$ cat config.mk
export PLATFORM = sky130hd
export DESIGN_NAME = muldiv_unit
export DESIGN_NICKNAME = d
export VERILOG_FILES = /design/src/rtl/muldiv_unit_pkg.sv /design/src/rtl/muldiv_unit_operand_prep.sv /design/src/rtl/muldiv_unit.sv
export SDC_FILE = /design/constraint.sdc
export NUM_CORES = 2
export LEC_CHECK = 0
export CORE_MARGIN = 3
export CORE_UTILIZATION = 39
export CTS_CLUSTER_DIAMETER = 200
export CTS_CLUSTER_SIZE = 14
export DETAILED_ROUTE_END_ITERATION = 10
export GPL_TIMING_DRIVEN = 0
export SLEW_MARGIN = 5
export SYNTH_ARGS = -nofsm -noshare
export SYNTH_HDL_FRONTEND = slang
export SYNTH_SLANG_ARGS = --single-unit
$ cat constraint.sdc
create_clock -name clk -period 9.2 [get_ports clk]
set_clock_uncertainty 0.05 [all_clocks]
set_input_delay 0.92 -clock clk [delete_from_list [all_inputs] [get_ports clk]]
set_output_delay 0.92 -clock clk [all_outputs]
set_load 0.02 [all_outputs]
$ cat src/rtl/muldiv_unit_pkg.sv
// Shared definitions for the iterative multiply/divide unit: operation and
// FSM-state encodings, the request bundle, and small helpers for operation
// signedness and 32-bit word extension.
package muldiv_unit_pkg;

    localparam int unsigned MAX_XLEN = 64;

    typedef enum logic [2:0] {
        MUL    = 3'd0,
        MULH   = 3'd1,
        MULHSU = 3'd2,
        MULHU  = 3'd3,
        DIV    = 3'd4,
        DIVU   = 3'd5,
        REM    = 3'd6,
        REMU   = 3'd7
    } muldiv_op_e;

    typedef enum logic [1:0] {
        IDLE = 2'd0,
        CALC = 2'd1,
        FIX  = 2'd2,
        DONE = 2'd3
    } muldiv_state_e;

    // Operands are carried at the widest legal width; narrower units use the low bits.
    typedef struct packed {
        muldiv_op_e            op;
        logic                  word;
        logic [MAX_XLEN-1:0]   rs1;
        logic [MAX_XLEN-1:0]   rs2;
    } muldiv_req_t;

    function automatic logic op_is_div(input muldiv_op_e op);
        return op[2];
    endfunction

    // rs1 is treated as signed by MULH, MULHSU, DIV and REM.
    function automatic logic op_a_signed(input muldiv_op_e op);
        return (op == MULH) || (op == MULHSU) || (op == DIV) || (op == REM);
    endfunction

    // rs2 is treated as signed by MULH, DIV and REM.
    function automatic logic op_b_signed(input muldiv_op_e op);
        return (op == MULH) || (op == DIV) || (op == REM);
    endfunction

    function automatic logic [63:0] sext_w(input logic [63:0] v);
        return {{32{v[31]}}, v[31:0]};
    endfunction

    function automatic logic [63:0] zext_w(input logic [63:0] v);
        return {32'h0000_0000, v[31:0]};
    endfunction

endpackage

$ cat src/rtl/muldiv_unit_operand_prep.sv
// Combinational operand preparation for muldiv_unit.
//   req            : incoming request (op, word flag, rs1, rs2)
//   word_eff       : word flag qualified by XLEN (only meaningful at 64 bits)
//   abs_a, abs_b   : operand magnitudes fed to the iterative datapath
//   neg_res        : product / quotient must be negated at the end
//   neg_rem        : remainder must be negated (follows the dividend sign)
//   special        : divide-by-zero or signed overflow, answered without iterating
//   special_result : the result for those special cases
module muldiv_operand_prep
    import muldiv_unit_pkg::*;
#(
    parameter int unsigned XLEN = 64
) (
    input  muldiv_req_t       req,
    output logic              word_eff,
    output logic [XLEN-1:0]   abs_a,
    output logic [XLEN-1:0]   abs_b,
    output logic              neg_res,
    output logic              neg_rem,
    output logic              special,
    output logic [XLEN-1:0]   special_result
);

    localparam logic [XLEN-1:0] ONE_X  = {{(XLEN-1){1'b0}}, 1'b1};
    localparam logic [XLEN-1:0] ZERO_X = {XLEN{1'b0}};
    localparam logic [XLEN-1:0] ONES_X = {XLEN{1'b1}};
    localparam logic [XLEN-1:0] MIN_X  = {1'b1, {(XLEN-1){1'b0}}};

    logic [63:0]     ext_a64_s;
    logic [63:0]     ext_b64_s;
    logic [63:0]     dvd64_s;
    logic [63:0]     min64_s;
    logic [XLEN-1:0] ext_a_s;
    logic [XLEN-1:0] ext_b_s;
    logic [XLEN-1:0] dvd_s;
    logic [XLEN-1:0] min_s;
    logic            sign_a_s;
    logic            sign_b_s;
    logic            div_zero_s;
    logic            ovf_s;

    // Extend operands, take magnitudes and classify special divide cases.
    always_comb begin
        word_eff = (XLEN == 64) && req.word;
        min64_s  = sext_w(64'h0000_0000_8000_0000);
        if (word_eff) begin
            ext_a64_s = op_a_signed(req.op) ? sext_w(req.rs1) : zext_w(req.rs1);
            ext_b64_s = op_b_signed(req.op) ? sext_w(req.rs2) : zext_w(req.rs2);
            // Divide-by-zero remainder is the sign-extended low word for both REMW and REMUW.
            dvd64_s   = sext_w(req.rs1);
            min_s     = min64_s[XLEN-1:0];
        end else begin
            ext_a64_s = req.rs1;
            ext_b64_s = req.rs2;
            dvd64_s   = req.rs1;
            min_s     = MIN_X;
        end
        ext_a_s  = ext_a64_s[XLEN-1:0];
        ext_b_s  = ext_b64_s[XLEN-1:0];
        dvd_s    = dvd64_s[XLEN-1:0];

        sign_a_s = op_a_signed(req.op) && ext_a_s[XLEN-1];
        sign_b_s = op_b_signed(req.op) && ext_b_s[XLEN-1];
        abs_a    = sign_a_s ? (~ext_a_s + ONE_X) : ext_a_s;
        abs_b    = sign_b_s ? (~ext_b_s + ONE_X) : ext_b_s;
        neg_res  = sign_a_s ^ sign_b_s;
        neg_rem  = sign_a_s;

        div_zero_s = op_is_div(req.op) && (ext_b_s == ZERO_X);
        ovf_s      = ((req.op == DIV) || (req.op == REM)) &&
                     (ext_a_s == min_s) && (ext_b_s == ONES_X);
        special    = div_zero_s || ovf_s;

        case (req.op)
            DIV, DIVU: special_result = div_zero_s ? ONES_X : dvd_s;
            REM, REMU: special_result = div_zero_s ? dvd_s : ZERO_X;
            default:   special_result = ZERO_X;
        endcase
    end

endmodule

$ cat src/rtl/muldiv_unit.sv
// Iterative radix-2 RV64M multiply/divide unit with valid/ready on both sides.
//   clk, rst_n (sync, active-low), flush (abort in-flight op)
//   in_valid/in_ready, in_op, in_word, in_rs1, in_rs2 : request side
//   out_valid/out_ready, out_result                     : result side
// One operation in flight; MSB-first shift-add multiply and restoring divide,
// then a single fix-up cycle applying signs and selecting the result half.
module muldiv_unit
    import muldiv_unit_pkg::*;
#(
    parameter int unsigned XLEN = 64
) (
    input  logic              clk,
    input  logic              rst_n,
    input  logic              flush,
    input  logic              in_valid,
    output logic              in_ready,
    input  logic [2:0]        in_op,
    input  logic              in_word,
    input  logic [XLEN-1:0]   in_rs1,
    input  logic [XLEN-1:0]   in_rs2,
    output logic              out_valid,
    input  logic              out_ready,
    output logic [XLEN-1:0]   out_result
);

    localparam int unsigned     CW       = $clog2(XLEN);
    localparam logic [CW-1:0]   CNT_FULL = CW'(XLEN - 1);
    localparam logic [CW-1:0]   CNT_WORD = CW'(31);
    localparam logic [CW-1:0]   CNT_ZERO = {CW{1'b0}};
    localparam logic [CW-1:0]   CNT_ONE  = {{(CW-1){1'b0}}, 1'b1};
    localparam logic [XLEN-1:0] ONE_X    = {{(XLEN-1){1'b0}}, 1'b1};
    localparam logic [XLEN-1:0] ZERO_X   = {XLEN{1'b0}};
    localparam logic [2*XLEN-1:0] ONE_2X  = {{(2*XLEN-1){1'b0}}, 1'b1};
    localparam logic [2*XLEN-1:0] ZERO_2X = {(2*XLEN){1'b0}};

    muldiv_state_e     state_q, state_d;
    muldiv_op_e        op_q, op_d;
    logic              word_q, word_d;
    logic              neg_res_q, neg_res_d;
    logic              neg_rem_q, neg_rem_d;
    logic [XLEN-1:0]   a_q, a_d;
    logic [XLEN-1:0]   b_q, b_d;
    logic [CW-1:0]     cnt_q, cnt_d;
    // Multiply: full product. Divide: {remainder, quotient}.
    logic [2*XLEN-1:0] acc_q, acc_d;
    logic [XLEN-1:0]   result_q, result_d;

    muldiv_req_t       req_s;
    logic              word_eff_s;
    logic [XLEN-1:0]   abs_a_s, abs_b_s, special_res_s;
    logic              neg_res_s, neg_rem_s, special_s;
    logic [XLEN:0]     rem_shift_s;
    logic [XLEN-1:0]   rem_next_s;
    logic              qbit_s;
    logic [2*XLEN-1:0] calc_acc_s;
    logic [2*XLEN-1:0] prod_s;
    logic [XLEN-1:0]   quo_s, rem_s;
    logic [XLEN-1:0]   sel_s;
    logic [63:0]       sel64_s;
    logic [XLEN-1:0]   fix_result_s;

    // Bundle the raw request for the operand-preparation stage.
    always_comb begin
        req_s      = '0;
        req_s.op   = muldiv_op_e'(in_op);
        req_s.word = in_word;
        req_s.rs1  = 64'(in_rs1);
        req_s.rs2  = 64'(in_rs2);
    end

    muldiv_operand_prep #(.XLEN(XLEN)) u_prep (
        .req            (req_s),
        .word_eff       (word_eff_s),
        .abs_a          (abs_a_s),
        .abs_b          (abs_b_s),
        .neg_res        (neg_res_s),
        .neg_rem        (neg_rem_s),
        .special        (special_s),
        .special_result (special_res_s)
    );

    // One radix-2 step, consuming operand bit cnt_q (MSB first).
    always_comb begin
        rem_shift_s = {acc_q[2*XLEN-1:XLEN], a_q[cnt_q]};
        rem_next_s  = rem_shift_s[XLEN-1:0];
        qbit_s      = 1'b0;
        calc_acc_s  = acc_q;
        if (op_is_div(op_q)) begin
            if (rem_shift_s >= {1'b0, b_q}) begin
                rem_next_s = rem_shift_s[XLEN-1:0] - b_q;
                qbit_s     = 1'b1;
            end else begin
                rem_next_s = rem_shift_s[XLEN-1:0];
                qbit_s     = 1'b0;
            end
            calc_acc_s = {rem_next_s, acc_q[XLEN-2:0], qbit_s};
        end else begin
            calc_acc_s = {acc_q[2*XLEN-2:0], 1'b0} +
                         (b_q[cnt_q] ? {ZERO_X, a_q} : ZERO_2X);
        end
    end

    // Apply result signs, pick the requested half and word-extend if needed.
    always_comb begin
        prod_s = neg_res_q ? (~acc_q + ONE_2X) : acc_q;
        quo_s  = neg_res_q ? (~acc_q[XLEN-1:0] + ONE_X) : acc_q[XLEN-1:0];
        rem_s  = neg_rem_q ? (~acc_q[2*XLEN-1:XLEN] + ONE_X) : acc_q[2*XLEN-1:XLEN];
        case (op_q)
            MUL:                 sel_s = prod_s[XLEN-1:0];
            MULH, MULHSU, MULHU: sel_s = prod_s[2*XLEN-1:XLEN];
            DIV, DIVU:           sel_s = quo_s;
            REM, REMU:           sel_s = rem_s;
            default:             sel_s = ZERO_X;
        endcase
        sel64_s = sext_w(64'(sel_s));
        if (word_q) begin
            fix_result_s = sel64_s[XLEN-1:0];
        end else begin
            fix_result_s = sel_s;
        end
    end

    // FSM next-state and register updates; flush overrides everything but reset.
    always_comb begin
        state_d   = state_q;
        op_d      = op_q;
        word_d    = word_q;
        neg_res_d = neg_res_q;
        neg_rem_d = neg_rem_q;
        a_d       = a_q;
        b_d       = b_q;
        cnt_d     = cnt_q;
        acc_d     = acc_q;
        result_d  = result_q;
        if (flush) begin
            state_d = IDLE;
        end else begin
            case (state_q)
                IDLE: begin
                    if (in_valid) begin
                        op_d      = req_s.op;
                        word_d    = word_eff_s;
                        neg_res_d = neg_res_s;
                        neg_rem_d = neg_rem_s;
                        a_d       = abs_a_s;
                        b_d       = abs_b_s;
                        acc_d     = ZERO_2X;
                        cnt_d     = word_eff_s ? CNT_WORD : CNT_FULL;
                        if (special_s) begin
                            result_d = special_res_s;
                            state_d  = DONE;
                        end else begin
                            state_d  = CALC;
                        end
                    end else begin
                        state_d = IDLE;
                    end
                end
                CALC: begin
                    acc_d = calc_acc_s;
                    if (cnt_q == CNT_ZERO) begin
                        state_d = FIX;
                    end else begin
                        cnt_d = cnt_q - CNT_ONE;
                    end
                end
                FIX: begin
                    result_d = fix_result_s;
                    state_d  = DONE;
                end
                DONE: begin
                    if (out_ready) begin
                        state_d = IDLE;
                    end else begin
                        state_d = DONE;
                    end
                end
                default: state_d = IDLE;
            endcase
        end
    end

    // State and datapath registers with synchronous active-low reset.
    always_ff @(posedge clk) begin
        if (!rst_n) begin
            state_q   <= IDLE;
            op_q      <= MUL;
            word_q    <= 1'b0;
            neg_res_q <= 1'b0;
            neg_rem_q <= 1'b0;
            a_q       <= ZERO_X;
            b_q       <= ZERO_X;
            cnt_q     <= CNT_ZERO;
            acc_q     <= ZERO_2X;
            result_q  <= ZERO_X;
        end else begin
            state_q   <= state_d;
            op_q      <= op_d;
            word_q    <= word_d;
            neg_res_q <= neg_res_d;
            neg_rem_q <= neg_rem_d;
            a_q       <= a_d;
            b_q       <= b_d;
            cnt_q     <= cnt_d;
            acc_q     <= acc_d;
            result_q  <= result_d;
        end
    end

    assign in_ready   = (state_q == IDLE);
    assign out_valid  = (state_q == DONE);
    assign out_result = result_q;

endmodule

# Word-level counts from Yosys, hierarchy flattened
# Index checks and enable logic that the tools add are counted.
# op_classes
n_addsub	8
n_eq_ne	22
order_cmp	2
n_reduce_logical	28
mux	38
bitwise_logic	8
# ops
operator	count
$mux 64	16
$mux 128	3
$add 64x1->64 const B	4
$not 64->64	4
$pmux 128 s2	1
$pmux 64 s2	2
$pmux 64 s4	1
$add 128x1->128 const B	1
$add 128x64->128	1
$not 128->128	1
$ge 65x64->1	1
$eq 64x64->1	1
$eq 64x64->1 const B	1
$logic_not 64->1	1
$sub 64x64->64	1
$mux 63	1
$eq 3x3->1 const B	8
$mux 6	3
$bmux 1 s6	2
$pmux 6 s2	1
$reduce_or 2->1	5
$eq 3x2->1 const B	3
$mux 2	4
$pmux 2 s4	1
19 further kinds	39
# word_totals
register_bits	334
out_inout_bits	66

# Logic depth before layout (Yosys ltp)
# logic_depth
depth_word	13
ltp_mapped	21

# Modules after synthesis
# From an unflattened synthesis, not the netlist that was laid out.
# unflattened
cells_unflattened	4947
area_unflattened_um2	34280.4
# by_module_without_submodules
mod	area_each_um2	cells_each	seq_area_each_um2	n_inst
muldiv_unit	29248.1	4117	6686.4	1
muldiv_operand_prep	5032.3	830	0.0	1

# Least setup slack after synthesis
# Ideal clock, no wire load.
# synth_timing
path_type	reg2reg
start	register cnt_q[0]
end	register acc_q[116]
setup_ps	127
stages_incl_launch_ff	22
setup_slack_ps	2794
t_required_ps	9023
synth_period_minus_slack_ps	6406
arrival_ps	6229
path_cell_list	dfxtp_1 -> clkbuf_1 -> clkbuf_1 -> clkbuf_1 -> mux4_2 -> mux4_2 -> mux4_2 -> inv_1 -> ha_1 -> inv_1 -> fa_1 -> a211oi_1 -> nor2_1 -> o311ai_0 -> a21oi_1 -> nor4b_1 -> nor3_1 -> o21ai_0 -> o21bai_1 -> xnor2_1 -> o21ai_0 -> or3_1
# synth_via
elab_chain_len	6
word_cells_on_any_way	11
classes_between	add/sub (2); order compare (1); mux (8)
# synth_lines
item	line_no	source
start: declaration	muldiv_unit.sv:43	logic [CW-1:0] cnt_q, cnt_d;
start signal: assignment	muldiv_unit.sv:204	cnt_q <= cnt_d;
$bmux 1 s6, on equally long branches	muldiv_unit.sv:99, muldiv_unit.sv:84	
$mux 1, on equally long branches	muldiv_unit.sv:99, muldiv_unit.sv:84	
$mux 64, or another cell as far along	muldiv_unit.sv:99	(b_q[cnt_q] ? {ZERO_X, a_q} : ZERO_2X);
$add 128x64->128 or $mux 64 (tied branches)	muldiv_unit.sv:98, muldiv_unit.sv:89	
$mux 128 (*)	muldiv_unit.sv:88	if (op_is_div(op_q)) begin
$pmux 128 s2 (*)	muldiv_unit.sv:138	case (state_q)
end signal: assignment	muldiv_unit.sv:194	acc_q <= ZERO_2X;
end signal: assignment	muldiv_unit.sv:205	acc_q <= acc_d;
end: declaration	muldiv_unit.sv:45	logic [2*XLEN-1:0] acc_q, acc_d;
# Mark *: on every way between the ends. The rest lies on a longest branch, timed or not. The select of a mux whose other input is x is not followed.
# A chain may end at the register's enable or synchronous reset.

# Worst setup path in the final report
# layout_timing
start	register cnt_q[1]
end	register acc_q[119]
# Same word-level chain as after synthesis.

==> run_results.csv <==
group,metric,value,unit
logic_synthesis,synth-simple-area-share,25.16,%
global_routing,grt_max_degree,15,
sta,hold_viol,0,
logic_synthesis,ys_ff_latch,334,
clock_network,ctsHoldBuffers,0,
sta,rsz0062_at_grt,"false",
floorplanning,rows,106,
layout,nNetsFinal,5345,
setup_path,start_kind,"flip-flop",
layout,fillCellCount,9133,
logic_synthesis,synthMuxAreaShare,3.247,%
setup_path,crit_arrival,9.42,ns
sta,post-route-min-period,8.998,ns
logic_synthesis,synth_cell_types,98,
sta,timing.hold.ws,0.4247,ns
route,vias_per_cell,6.806,
setup_path,crit_fanout,10,
logic_synthesis,synth_compound_area_share,30.31,%
logic_synthesis,syn_nets,5116,
logic_synthesis,synth_edf_count,0,
floorplanning,dieArea,89520,sq um
floorplanning,core,84350,sq um
logic_synthesis,netlist_area,33530,sq um
floorplanning,die_x,299.2,um
global_routing,overflow,0,
sta,maxSlewViolCount,0,
route,wl_per_cell,33.66,um
logic_synthesis,synth-main-ff-cell,"dfxtp_1",
sta,finalCritPeriodShare,97.81,%
layout,multiInputGateArea,24790,sq um
route,drc,0,
sta,setup_viol,0,
global_routing,track_usage,44.41,%
placement,gp_congestion,1.089,
layout,regArea,6686,sq um
global_routing,antenna_found_initial,11,
power,p_total,3974,uW
clock_network,cts-root-buf,"clkbuf_16",
floorplanning,start_util,39.75,%
clock_network,clockBufferDepth,3,
clock_network,cts_sinks,334,
clock_network,htreeDepth,1,
power,powerDensity,105.5,nW/um^2
placement,dpl.hpwl,171600,um
logic_synthesis,syn_inst,4842,
clock_network,cts_tree,"done",
logic_synthesis,ys_seq_area_share,19.94,%
setup_path,crit_type,"flip-flop to flip-flop",
floorplanning,pin_count,203,
logic_synthesis,async_reset_ff_share,0,%
logic_synthesis,yosys_warnings,0,
status,status,"completed",
route,wl,209100,um
global_routing,grt_pass1_vias,37980,
clock_network,clk_pin_slew_worst_paths,0.08,ns
clock_network,worstSkewPairLatency,0.63,ns
sta,max_freq,111.1,MHz
sta,worst_slew_pin_slew,1.454,ns
floorplanning,die_height,299.2,um
logic_synthesis,avgSynthCellArea,6.924,sq um
worst_hold_path,worstHoldPathType,"flip-flop to flip-flop",
logic_synthesis,yosys.area_share.adder,5.725,%
power,power_leakage,0.01376,uW
route,vias,42270,
clock_network,cts-buffers-inserted,27,
route,drt-initial-drc-count,6892,
setup_path,crit_path_end_kind,"flip-flop",
route,dr.pass1.iters,9,
layout,fin_util,44.67,%
setup_path,worstPathRequired,9.63,ns
sta,slew_headroom,3.063,%
power,ir_drop,0.1198,mV
route,ant_nets,0,
logic_synthesis,synth_top_family_by_area,"compound AO/OA/AOI/OAI gates",
global_routing,grt_pass1_wl,289400,um
layout,drive_above_1_share,3.313,%
run,drv_cap,0,
layout,areaGrowthSynthToFinish,12.39,%
logic_synthesis,synth-xor-area-share,9.456,%
placement,port_buffers,198,
-- layout make-up --
class                      count  share of cell area (%)
antenna                        6                 0.03985
clock inverter                 1                 0.02324
multi-input combinational   3968                   65.80
clock buffer                  28                   1.830
timing repair buffer         201                   5.333
sequential                   334                   17.74
inverter                     162                   1.614
tap                         1134                   3.765
buffer                       377                   3.855
-- placed cells by master, fill, tap and decap left out, types with 32 or more instances in the layout --
cell | synthesis | routed
a21oi_1 | 466 | 466
nor2_1 | 484 | 482
nor3_1 | 140 | 140
or3_1 | 62 | 62
and2_1 | 78 | 78
ha_1 | 135 | 135
or4_1 | 40 | 40
nand3_1 | 93 | 93
mux4_2 | 42 | 42
a21o_1 | 50 | 50
a211oi_1 | 100 | 100
o21bai_1 | 32 | 32
o22ai_1 | 48 | 48
nand2_1 | 504 | 504
nand4_1 | 94 | 94
o31ai_1 | 68 | 68
clkbuf_1 | 326 | 324
a22oi_1 | 81 | 81
nor4_1 | 80 | 80
xor2_1 | 178 | 178
dfxtp_1 | 334 | 334
nor2b_1 | 36 | 36
clkdlybuf4s50_1 | 0 | 198
a31oi_1 | 71 | 71
inv_1 | 160 | 160
xnor2_1 | 184 | 184
o21ai_0 | 462 | 462
o211ai_1 | 32 | 32
-- per-layer routing --
metal  track usage [%]  vias up  routed length (um)
li1                  -    18200                   -
met1             61.00    20240               84810
met2             61.74     3254               81520
met3             14.96      576               30260
met4             21.18        8               12430
met5                 0        -                  46
-- final timing paths --
check	startpoint	to	cells past startpoint	slack, ns
max	cnt_q[1]	acc_q[119]	22	0.20
min	a_q[49]	a_q[49]	2	0.42
max reg2reg	cnt_q[1]	acc_q[119]	22	0.20
min reg2reg	a_q[49]	a_q[49]	2	0.42
-- per-stage QoR --
step           area [sq um]  TNS [ns]  instances  setup WS [ns]
3_5_place_dp          36970         0       6177         0.1101
5_1_grt               37670         0       6205         0.1933
4_1_cts               37670         0       6206        0.07648
6_report              37680         0       6211         0.2018
2_1_floorplan         33530         0       4842          2.794
3_3_place_gp          36930    -8.235       6174        -0.5917
-- what timing repair did --
action / 4_1_cts / 5_1_grt
buffers inserted: 0 / 0
endpoints found under the hold margin: 0 / 0
endpoints found under the setup margin: 0 / 28
resized for setup: 0 / 3
-- report_power, final --
part	switching (uW)	leakage [uW]	internal [uW]	total [uW]
clock	627	0.000344	527	1150
combinational	888	0.0107	379	1270
sequential	58.8	0.00271	1500	1550
-- flip-flops by register name, indices dropped and copies added (netlist names) --
register and count:
neg_res_q 1, a_q 64, neg_rem_q 1, cnt_q 6, op_q 3, acc_q 128, out_result 64, state_q 2
word_q 1, b_q 64
-- cell families (layout without fill, tap and decap cells) --
family / Yosys count / in the layout
xor gates and xnor gates: 362 / 362
AOI/OAI and AO/OA: 1639 / 1639
DFF: 334 / 334
and+or+nand+nor: 1755 / 1755
other: 0 / 6
muxes: 56 / 56
buffers and inverters: 540 / 769
adders and majority gates: 156 / 156
-- worst max-delay path, stage by stage (launching register included) --
cell and delay, ns:
dfxtp_1 0.31, clkbuf_1 0.51, clkbuf_1 0.71, mux4_2 0.42, mux4_2 0.53, mux4_2 0.72
clkbuf_1 0.35, and2_1 0.42, ha_1 0.30, fa_1 0.45, a211oi_1 0.29, o211ai_1 0.19
nand3_1 0.44, a31oi_1 0.25, o211ai_1 0.53, a2111oi_1 0.17, buf_2 0.21, o211ai_1 0.57
clkbuf_1 0.58, nand3b_1 0.21, mux2i_1 0.09, a221oi_1 0.37, o21ai_0 0.15
-- synthesized netlist by cell type, types with 25 or more instances --
cell | number | share of area, %
nand2_1 | 504 | 5.6
nor2_1 | 484 | 5.4
a21oi_1 | 466 | 7.0
o21ai_0 | 462 | 6.9
dfxtp_1 | 334 | 20
clkbuf_1 | 326 | 3.6
xnor2_1 | 184 | 4.8
xor2_1 | 178 | 4.6
inv_1 | 160 | 1.8
nor3_1 | 140 | 2.1
ha_1 | 135 | 5.0
a211oi_1 | 100 | 2.2
nand4_1 | 94 | 1.8
nand3_1 | 93 | 1.4
a22oi_1 | 81 | 1.8
nor4_1 | 80 | 1.5
and2_1 | 78 | 1.5
a31oi_1 | 71 | 1.3
o31ai_1 | 68 | 1.5
or3_1 | 62 | 1.2
a21o_1 | 50 | 1.1
o22ai_1 | 48 | 0.90
mux4_2 | 42 | 2.8
or4_1 | 40 | 0.90
nor2b_1 | 36 | 0.67
o211ai_1 | 32 | 0.72
o21bai_1 | 32 | 0.72
or2_2 | 31 | 0.58
o41ai_1 | 30 | 0.78
and3_1 | 28 | 0.52
nand2b_1 | 27 | 0.50
buf_2 | 26 | 0.39
buf_1 | 25 | 0.28
No activity file was read; power rests on OpenSTA's default activity.
